--- src/rtl/mult_acc_stage.sv ---
// Frame accumulator for the multiplier product stream: sums beats up to in_last into a saturating sum.
// Result valid the cycle after the last beat; upstream stalled (in_ready=0) while a result waits for out_ready.
module mult_acc_stage #(
  parameter int ACC_W = 12,
  parameter int CNT_W = 4
) (
  input  logic             clk,
  input  logic             rst,
  input  logic [7:0]       in_prod,
  input  logic             in_valid,
  input  logic             in_last,
  output logic             in_ready,
  output logic [ACC_W-1:0] out_sum,
  output logic [CNT_W-1:0] out_cnt,
  output logic             out_ovf,
  output logic             out_valid,
  input  logic             out_ready
);

  typedef enum logic {
    ACCUM = 1'b0,
    HOLD  = 1'b1
  } state_t;

  state_t           state_q, state_d;
  logic [ACC_W-1:0] acc_q, acc_d;
  logic [CNT_W-1:0] cnt_q, cnt_d;
  logic             ovf_q, ovf_d;
  logic [ACC_W-1:0] out_sum_q, out_sum_d;
  logic [CNT_W-1:0] out_cnt_q, out_cnt_d;
  logic             out_ovf_q, out_ovf_d;

  logic [ACC_W:0]   sum_ext;
  logic             carry;
  logic [ACC_W-1:0] acc_upd;
  logic [CNT_W-1:0] cnt_upd;
  logic             ovf_upd;
  logic             take_in;

  // Handshake outputs decode only the state register, so no input reaches them combinationally.
  assign in_ready  = (state_q == ACCUM);
  assign out_valid = (state_q == HOLD);
  assign out_sum   = out_sum_q;
  assign out_cnt   = out_cnt_q;
  assign out_ovf   = out_ovf_q;
  assign take_in   = in_valid & in_ready;

  always_comb begin
    sum_ext = {1'b0, acc_q} + {{(ACC_W-7){1'b0}}, in_prod};
    carry   = sum_ext[ACC_W];
    acc_upd = carry ? {ACC_W{1'b1}} : sum_ext[ACC_W-1:0];
    cnt_upd = (&cnt_q) ? cnt_q : cnt_q + CNT_W'(1);
    ovf_upd = ovf_q | carry;
  end

  always_comb begin
    state_d   = state_q;
    acc_d     = acc_q;
    cnt_d     = cnt_q;
    ovf_d     = ovf_q;
    out_sum_d = out_sum_q;
    out_cnt_d = out_cnt_q;
    out_ovf_d = out_ovf_q;
    case (state_q)
      ACCUM: begin
        if (take_in) begin
          if (in_last) begin
            // The closing beat lands in the result registers and the accumulator restarts clean.
            out_sum_d = acc_upd;
            out_cnt_d = cnt_upd;
            out_ovf_d = ovf_upd;
            acc_d     = '0;
            cnt_d     = '0;
            ovf_d     = 1'b0;
            state_d   = HOLD;
          end else begin
            acc_d = acc_upd;
            cnt_d = cnt_upd;
            ovf_d = ovf_upd;
          end
        end
      end
      HOLD: begin
        if (out_ready) begin
          state_d = ACCUM;
        end
      end
      default: state_d = ACCUM;
    endcase
  end

  always_ff @(posedge clk) begin
    if (rst) begin
      state_q   <= ACCUM;
      acc_q     <= '0;
      cnt_q     <= '0;
      ovf_q     <= 1'b0;
      out_sum_q <= '0;
      out_cnt_q <= '0;
      out_ovf_q <= 1'b0;
    end else begin
      state_q   <= state_d;
      acc_q     <= acc_d;
      cnt_q     <= cnt_d;
      ovf_q     <= ovf_d;
      out_sum_q <= out_sum_d;
      out_cnt_q <= out_cnt_d;
      out_ovf_q <= out_ovf_d;
    end
  end

endmodule

--- config.mk ---
export PLATFORM = sky130hd
export DESIGN_NAME = mult_acc_stage
export DESIGN_NICKNAME = d
export VERILOG_FILES = /design/src/rtl/mult_acc_stage.sv
export SDC_FILE = /design/constraint.sdc
export NUM_CORES = 1
export LEC_CHECK = 0
export ABC_AREA = 1
export CORE_ASPECT_RATIO = 0.5
export CORE_MARGIN = 5
export CORE_UTILIZATION = 55
export CTS_BUF_LIST = sky130_fd_sc_hd__clkbuf_8 sky130_fd_sc_hd__clkbuf_16
export DETAILED_ROUTE_END_ITERATION = 16
export HOLD_SLACK_MARGIN = 0.1
export PLACE_DENSITY = 0.86
export SLEW_MARGIN = 10
export SYNTH_ARGS = -nofsm -noshare
export SYNTH_HDL_FRONTEND = slang
export SYNTH_SLANG_ARGS = --single-unit
--- constraint.sdc ---
create_clock -name clk -period 5.55 [get_ports clk]
set_clock_uncertainty 0.2 [all_clocks]
set_input_delay 1.11 -clock clk [delete_from_list [all_inputs] [get_ports clk]]
set_output_delay 1.11 -clock clk [all_outputs]
set_load 0.02 [all_outputs]
# Word level (Yosys, flattened, before mapping)
# Cells that the tools add are included.
[op_classes]
add_sub_neg = 2
n_mux = 9
n_reduce_logical = 3
bitwise_logic = 3
[op_table]
columns = ["operator", "count"]
rows = [
  ["12-bit two-way mux", 2],
  ["12-bit by 8-bit adder with 13-bit output", 1],
  ["4-bit two-way mux", 2],
  ["4-bit by 1-bit adder with 4-bit output, second input constant", 1],
  ["1-bit two-way mux", 4],
  ["4-bit AND reduction", 1],
  ["3-bit AND reduction", 1],
  ["1-bit one-hot mux with 2 select lines", 1],
  ["2-bit AND reduction", 1],
  ["1-bit bitwise AND", 1],
  ["1-bit inverter", 1],
  ["1-bit bitwise OR", 1],
]
[totals]
elab_cells = 24
regBits = 35

# Logic depth before layout (Yosys ltp)
# Gate-level depths: netlist (run 1).
[logic_depth]
word_depth = 4
mapped_depth = 13
depth_no_buf = 12

# Least setup slack after synthesis (run 1)
# OpenSTA, ideal clock, no wires.
[synth_path]
kind = "in2reg"
startpoint = "input in_prod[0]"
endpoint = "register out_sum_q[6] (netlist: out_sum[6])"
setup_slack_ns = 2.679
arrival_time_ns = 2.555
path_buffers = 1
cell_stages = 12
path_cell_list = "ha_1 fa_1 nand2_1 inv_1 nand2_2 nand3_2 nand2_2 nand2_2 nand2_4 buf_12 nand3_2 a22o_1"
[synth_via]
elab_chain_cells = 2
[synth_rtl]
columns = ["item", "line_no", "text"]
rows = [
  ["from (decl)", "9", "input logic [7:0] in_prod,"],
  ["12-bit by 8-bit adder with 13-bit output", "49", "sum_ext = {1'b0, acc_q} + {{(ACC_W-7){1'b0}}, in_prod};"],
  ["12-bit two-way mux", "51", "acc_upd = carry ? {ACC_W{1'b1}} : sum_ext[ACC_W-1:0];"],
  ["to (signal assigned)", "106", "out_sum_q <= out_sum_d;"],
  ["to (decl)", "29", "logic [ACC_W-1:0] out_sum_q, out_sum_d;"],
]
# No other way between the ends.
# A chain may end at the register's enable or synchronous reset.

# Worst setup path in the final report (run 1)
[layout_path]
startpoint = "input in_prod[0]"
endpoint = "register out_sum_q[2] (netlist: out_sum[2])"
# The elaborated chain is that of the path after synthesis.

==> impl_results.md, run 1 <==
- Io pins: 32
- Share of cells above drive strength 1: 13.1%
- VDD IR-drop max: 0.136 mV
- Hold_sp: out_sum[11]
- Kind of critical path: input pin to flip-flop
- Starting DRT DRC Count: 86
- CTS tree: done
- CP arrival: 3.23 ns
- Pin count of the biggest net entering global routing: 20
- WL per Instance: 13.6 microns
- PwrDens: 252 nW/um^2
- Die Span X: 95.0 microns
- Post-layout min period: 3.24 ns
- Fin nets: 328
- Post-route insts no fill: 357
- Slew Limit Headroom: 36.8%
- Pins over their slew limit: 0
- DP HPWL: 3430 microns
- Clock buffer depth: 2
- Yosys cell types: 29
- Initial Util: 57.6%
- Commonest cells after routing, fill and taps aside: nand2_1, dfxtp_1, inv_1
- CTS root buf: clkbuf_8
- Vias per cell: 5.18
- Post-synthesis sequential area ratio: 35.2%
- Syn_nets: 295
- Top cell type's share of synthesized area: 35.2%
- Post-DRT Antenna Nets: 0
- Global router's overall resource usage: 21.4%
- Final hold violation count: 0
- R2r worst-path depth: 11
- CORE AREA: 3450 sq um
- Commonest non-fill, non-tap cell in the layout: nand2_1
- Worst path required time: 5.54 ns
- Max Cap Viol: 0
- # port buffers: 31
- Worst Tran Pin Value: 0.946 ns
- Worst-Skew Late Latency: 0.30 ns
- Worst hold stages: 2
- # rows: 15
- Endpoints failing setup: 0
- Reg2reg end: out_sum[2]
- Critical Path End Type: flip-flop
- Initial antenna violation count: 0
- Die Area: 4990 sq um
- Worst Setup Start Kind: input pin
- # hold bufs at CTS: 0
- DP Cell Count: 349
- Clock sinks: 35
- Number of flops mapped to enable cells by yosys: 0
- Lkg Pwr: 1.17 nW
- Fmax: 0.308 GHz
- GRT overflow: 0
- Global placer's final weighted congestion: 0.928
- Post-CTS Setup Bufs: 0
- Synth area leader: dfxtp_1
- Die Ht: 52.5 microns
- Async set-reset flop share out of synthesis: 0%
- Syn Inst Count: 272
- Clock-pin slew on the worst setup and hold paths: 0.08 ns
- Hold EP: out_sum[11]
- Hold/Removal Path Class: flip-flop to flip-flop
- Synth top area cells: dfxtp_1, nand2_1, inv_1, ha_1, a22o_1
- Area Overhead vs Synth: 23.0%
- Synth Area per Inst: 7.31 sq um
- Worst reg2reg setup slack: 3.23 ns
- DRT Pass-1 Iters: 5
- Num CTS Buffers: 5
- Number of synthesized register bits: 35
- Post-CTS Resized: 0
- Drt total wl: 4860 microns
- Final cycle utilization of the critical path: 58.5%
- Ant diodes: 0
- Ys flop type: dfxtp_1
- DRC: 0
- Run status: complete, no violations
- Number of global-route vias before repair: 1833
- Synth Cell Area: 1990 sq um
- Ys Warns: 0
- Via count: 1849
- Reg2Reg Launch Point: acc_q[0]
- RSZ-0062 raised after global routing: false
- Crit Path Max Fanout: 13
- First-pass GRT wire length: 8120 microns
- H-tree depth: 2
- Setup tns final: 0 ns
-- state kept, by name, summed over array words and instances (netlist names) --
register / cells
out_cnt: 4
ovf_q: 1
cnt_q: 4
out_ovf: 1
out_valid: 1
out_sum: 12
acc_q: 12
-- worst max-delay path, stage by stage --
cell,delay (ns)
clkdlybuf4s50_1,0.40
ha_1,0.24
fa_1,0.42
nand2_1,0.09
inv_1,0.06
nand2_2,0.07
nand3_2,0.08
nand2_2,0.08
nand2_2,0.07
nand2_4,0.21
o21ai_0,0.18
a22o_1,0.21
-- worst max-delay path by stage --
stage	startpoint	end	slack, ns	cells after the start
global route	in_prod[0]	out_sum[2]	2.17	12
detailed placement	in_prod[0]	out_sum[2]	2.02	12
floorplan	in_prod[0]	out_sum[6]	2.68	12
global placement	in_prod[0]	out_sum[2]	2.10	12
CTS	in_prod[0]	out_sum[2]	2.32	12
finish	in_prod[0]	out_sum[2]	2.31	12
-- kinds of logic (layout without fill, tap and decap cells) --
logic type / Yosys count / count (layout) / share of synthesized area [%]
flip-flops: 35 / 35 / 35.2
buffers and inverters: 41 / 75 / 9.06
multiplexers: 1 / 1 / 0.566
AND/OR/NAND/NOR: 144 / 144 / 33.9
adder cells (fa/ha/maj): 10 / 10 / 6.67
AO/OA/AOI/OAI: 38 / 38 / 13.2
XOR/XNOR: 3 / 3 / 1.32
-- per-layer routing --
layer	share of wire [%]	track usage, %
met5	0	0
met4	1.3	8.61
met3	6.7	6.60
met2	46	35.6
met1	46	26.0
-- stage by stage --
step                instance area (sq um)  utilization, %  power, mW  hold slack, ns  setup slack, ns
floorplan                            1990               -      0.339           0.249             2.68
finish                               2450            70.8      0.617           0.257             2.31
detailed placement                   2320            67.3      0.374           0.238             2.02
global placement                     2320            67.3      0.371           0.238             2.10
CTS                                  2450            70.8      0.618           0.260             2.32
global route                         2450            70.8      0.644           0.281             2.17
-- final cells by class --
type / count / area, sq um
sequential: 35 / 701
fill: 286 / 1010
clock buffer: 6 / 82.6
clock inverter: 2 / 38.8
inverter: 34 / 128
timing repair buffer: 33 / 325
multi-input combinational: 196 / 1110
tap: 51 / 63.8
-- synthesized netlist by cell type (2+ instances only) --
master     n
a21oi_2    7
inv_1     32
a22o_1     9
inv_2      2
nand3_2    5
a21oi_1   12
xor2_1     3
buf_2      2
nand4_1    3
nand3_1   15
nand2_1   91
nand2_2    9
ha_1       9
o21bai_1   2
clkbuf_1   3
nand2_4    3
nor2_1    15
o21ai_0    5
dfxtp_1   35
-- where the power goes --
group / switching (mW) / internal (mW)
registers: 0.00576 / 0.260
clock network: 0.0990 / 0.148
logic: 0.0611 / 0.0432
total: 0.166 / 0.451
Power figures use the tool's default switching activity.
==> run 2, diff against run 1 <==
--- a/config.mk
+++ b/config.mk
@@ -8,11 +8,11 @@
 export ABC_AREA = 1
 export CORE_ASPECT_RATIO = 0.5
 export CORE_MARGIN = 5
-export CORE_UTILIZATION = 55
+export CORE_UTILIZATION = 48
 export CTS_BUF_LIST = sky130_fd_sc_hd__clkbuf_8 sky130_fd_sc_hd__clkbuf_16
 export DETAILED_ROUTE_END_ITERATION = 16
 export HOLD_SLACK_MARGIN = 0.1
-export PLACE_DENSITY = 0.86
+export PLACE_DENSITY = 0.8
 export SLEW_MARGIN = 10
 export SYNTH_ARGS = -nofsm -noshare
 export SYNTH_HDL_FRONTEND = slang
==> constraint.sdc (replaced) <==
create_clock -name clk -period 2.75 [get_ports clk]
set_clock_uncertainty 0.2 [all_clocks]
set_input_delay 0.55 -clock clk [delete_from_list [all_inputs] [get_ports clk]]
set_output_delay 0.55 -clock clk [all_outputs]
set_load 0.02 [all_outputs]
==> run 2 against run 1 <==
Non-clock buffer count is 10 higher. Register-to-register slack lost 2.6 ns. Power rose by 88%. Final cell count grew 3.6%. Clock power rose by 65%. Worst setup slack lost 2.1 ns. Critical path type unchanged. Largest cell class unchanged. Largest power group unchanged.
==> impl_results.md, run 2 (synthesized netlist as in run 1, its figures left out) <==
- Run status: complete, no violations
- Clock buffer depth: 2
- H-tree depth: 2
- CORE AREA: 3940 sq um
- Via count: 1845
- DP Cell Count: 362
- Num CTS Buffers: 5
- Global placer's final weighted congestion: 0.862
- Core Util, Final: 64.1%
- Initial antenna violation count: 0
- Pin count of the biggest net entering global routing: 19
- PwrDens: 460 nW/um^2
- Worst path required time: 2.74 ns
- RSZ-0062 raised after global routing: false
- Slack of the critical path: 0.228 ns
- # port buffers: 31
- CTS root buf: clkbuf_8
- DRC: 0
- Starting DRT DRC Count: 103
- Share of cells above drive strength 1: 15.8%
- Worst Tran Pin Value: 0.348 ns
- Filler cells: 341
- Commonest non-fill, non-tap cell in the layout: nand2_1
- CTS tree: done
- Post-layout min period: 2.52 ns
- Final hold violation count: 0
- Final cycle utilization of the critical path: 91.7%
- GRT overflow: 0
- First-pass GRT wire length: 8740 microns
- Crit path cell chain: clkdlybuf4s50_1 > ha_1 > fa_1 > nand2_1 > inv_1 > nand2_2 > nand3_2 > nand2_2 > nand2_2 > nand2_4 > buf_12 > nand2_1 > a22o_1
- Number of global-route vias before repair: 1943
- Die Area: 5610 sq um
- Fmax: 0.397 GHz
- Slew Limit Headroom: 76.8%
- Critical Path End Type: flip-flop
- Fin nets: 338
- Global router's overall resource usage: 19.2%
- Die Ht: 55.5 microns
- Pins over their slew limit: 0
- Worst-Skew Late Latency: 0.30 ns
- Lkg Pwr: 1.22 nW
- Pre-CTS WS: -0.0667 ns
- Io pins: 32
- Post-CTS Setup Bufs: 0
- Endpoints failing setup: 0
- # hold bufs at CTS: 0
- Worst Setup Start Kind: input pin
- Post-route insts no fill: 370
- Clock-pin slew on the worst setup and hold paths: 0.07 ns
- # rows: 16
- Drt total wl: 4930 microns
- Initial Util: 50.4%
- Commonest cells after routing, fill and taps aside: nand2_1, dfxtp_1, inv_1
- DRT Pass-1 Iters: 4
- Post-DRT Antenna Nets: 0
- CP arrival: 2.51 ns
- VDD IR-drop max: 0.328 mV
- Post-CTS Resized: 0
- Area Overhead vs Synth: 27.1%
- Die Span X: 101 microns
- Crit path top cell by count: nand2_2
- CP max stage delay: 0.41 ns
- Ant diodes: 0
- Kind of critical path: input pin to flip-flop
- WL per Instance: 13.3 microns
- Vias per cell: 4.99
- Clock sinks: 35
- Hold/Removal Path Class: flip-flop to flip-flop
- Critical-path top delay cell: clkdlybuf4s50_1
- DP HPWL: 3640 microns
- Max Cap Viol: 0
- Crit Path Max Fanout: 6
[run 2: cell count changes in the layout (fill, tap and decap cells not counted), sizes merged]
cell and change:
buf +10, bufinv -1, clkinv +1, clkinvlp +1, inv -1
[run 2: layout make-up]
class                   instances  area, sq um  area share, %
multi-input cells             196         1110           43.8
flip-flops and latches         35          701           27.7
repair buffers                 43          425           16.8
inverters                      34          128           5.05
clock buffers                   6         82.6           3.27
well taps                      54         67.6           2.67
clock inverters                 2         16.3          0.644
[run 2: path summary, 6_finish.rpt]
path,start,endpoint,slack [ns],cells after the start
setup / recovery,in_prod[0],out_ovf,0.23,13
hold / removal,out_sum[8],out_sum[8],0.25,2
setup reg to reg,acc_q[0],out_ovf,0.60,12
hold reg to reg,out_sum[8],out_sum[8],0.25,2
[run 2: critical path: cells and delay by family]
| family | cells | cell delay, ns |
|---|---|---|
| compound gates | 1 | 0.17 |
| fa+ha+maj | 2 | 0.63 |
| buf+inv | 3 | 0.59 |
| simple gates | 7 | 0.56 |
[run 2: layer usage]
layer  global-route usage, %  wire length, microns
met3                    4.27                   278
met4                    6.82                    99
met2                    30.1                  2130
met1                    25.8                  2420
met5                       0                     0
[run 2: report_power, final]
| group | internal [mW] | leakage [nW] | switching (mW) |
|---|---|---|---|
| Combinational | 0.0937 | 0.890 | 0.125 |
| Clock | 0.204 | 0.0474 | 0.203 |
| Sequential | 0.525 | 0.284 | 0.0110 |
| Total | 0.823 | 1.22 | 0.339 |
[run 2: stage by stage]
stage                     total power, mW  setup TNS (ns)  hold slack [ns]  cell area (sq um)
after floorplan                     0.684               0            0.249               1990
after global routing                 1.21               0            0.280               2530
after CTS                            1.17               0            0.256               2530
after detailed placement            0.763          -0.839            0.242               2430
after global placement              0.760       -0.000945            0.236               2430
final                                1.16               0            0.253               2530
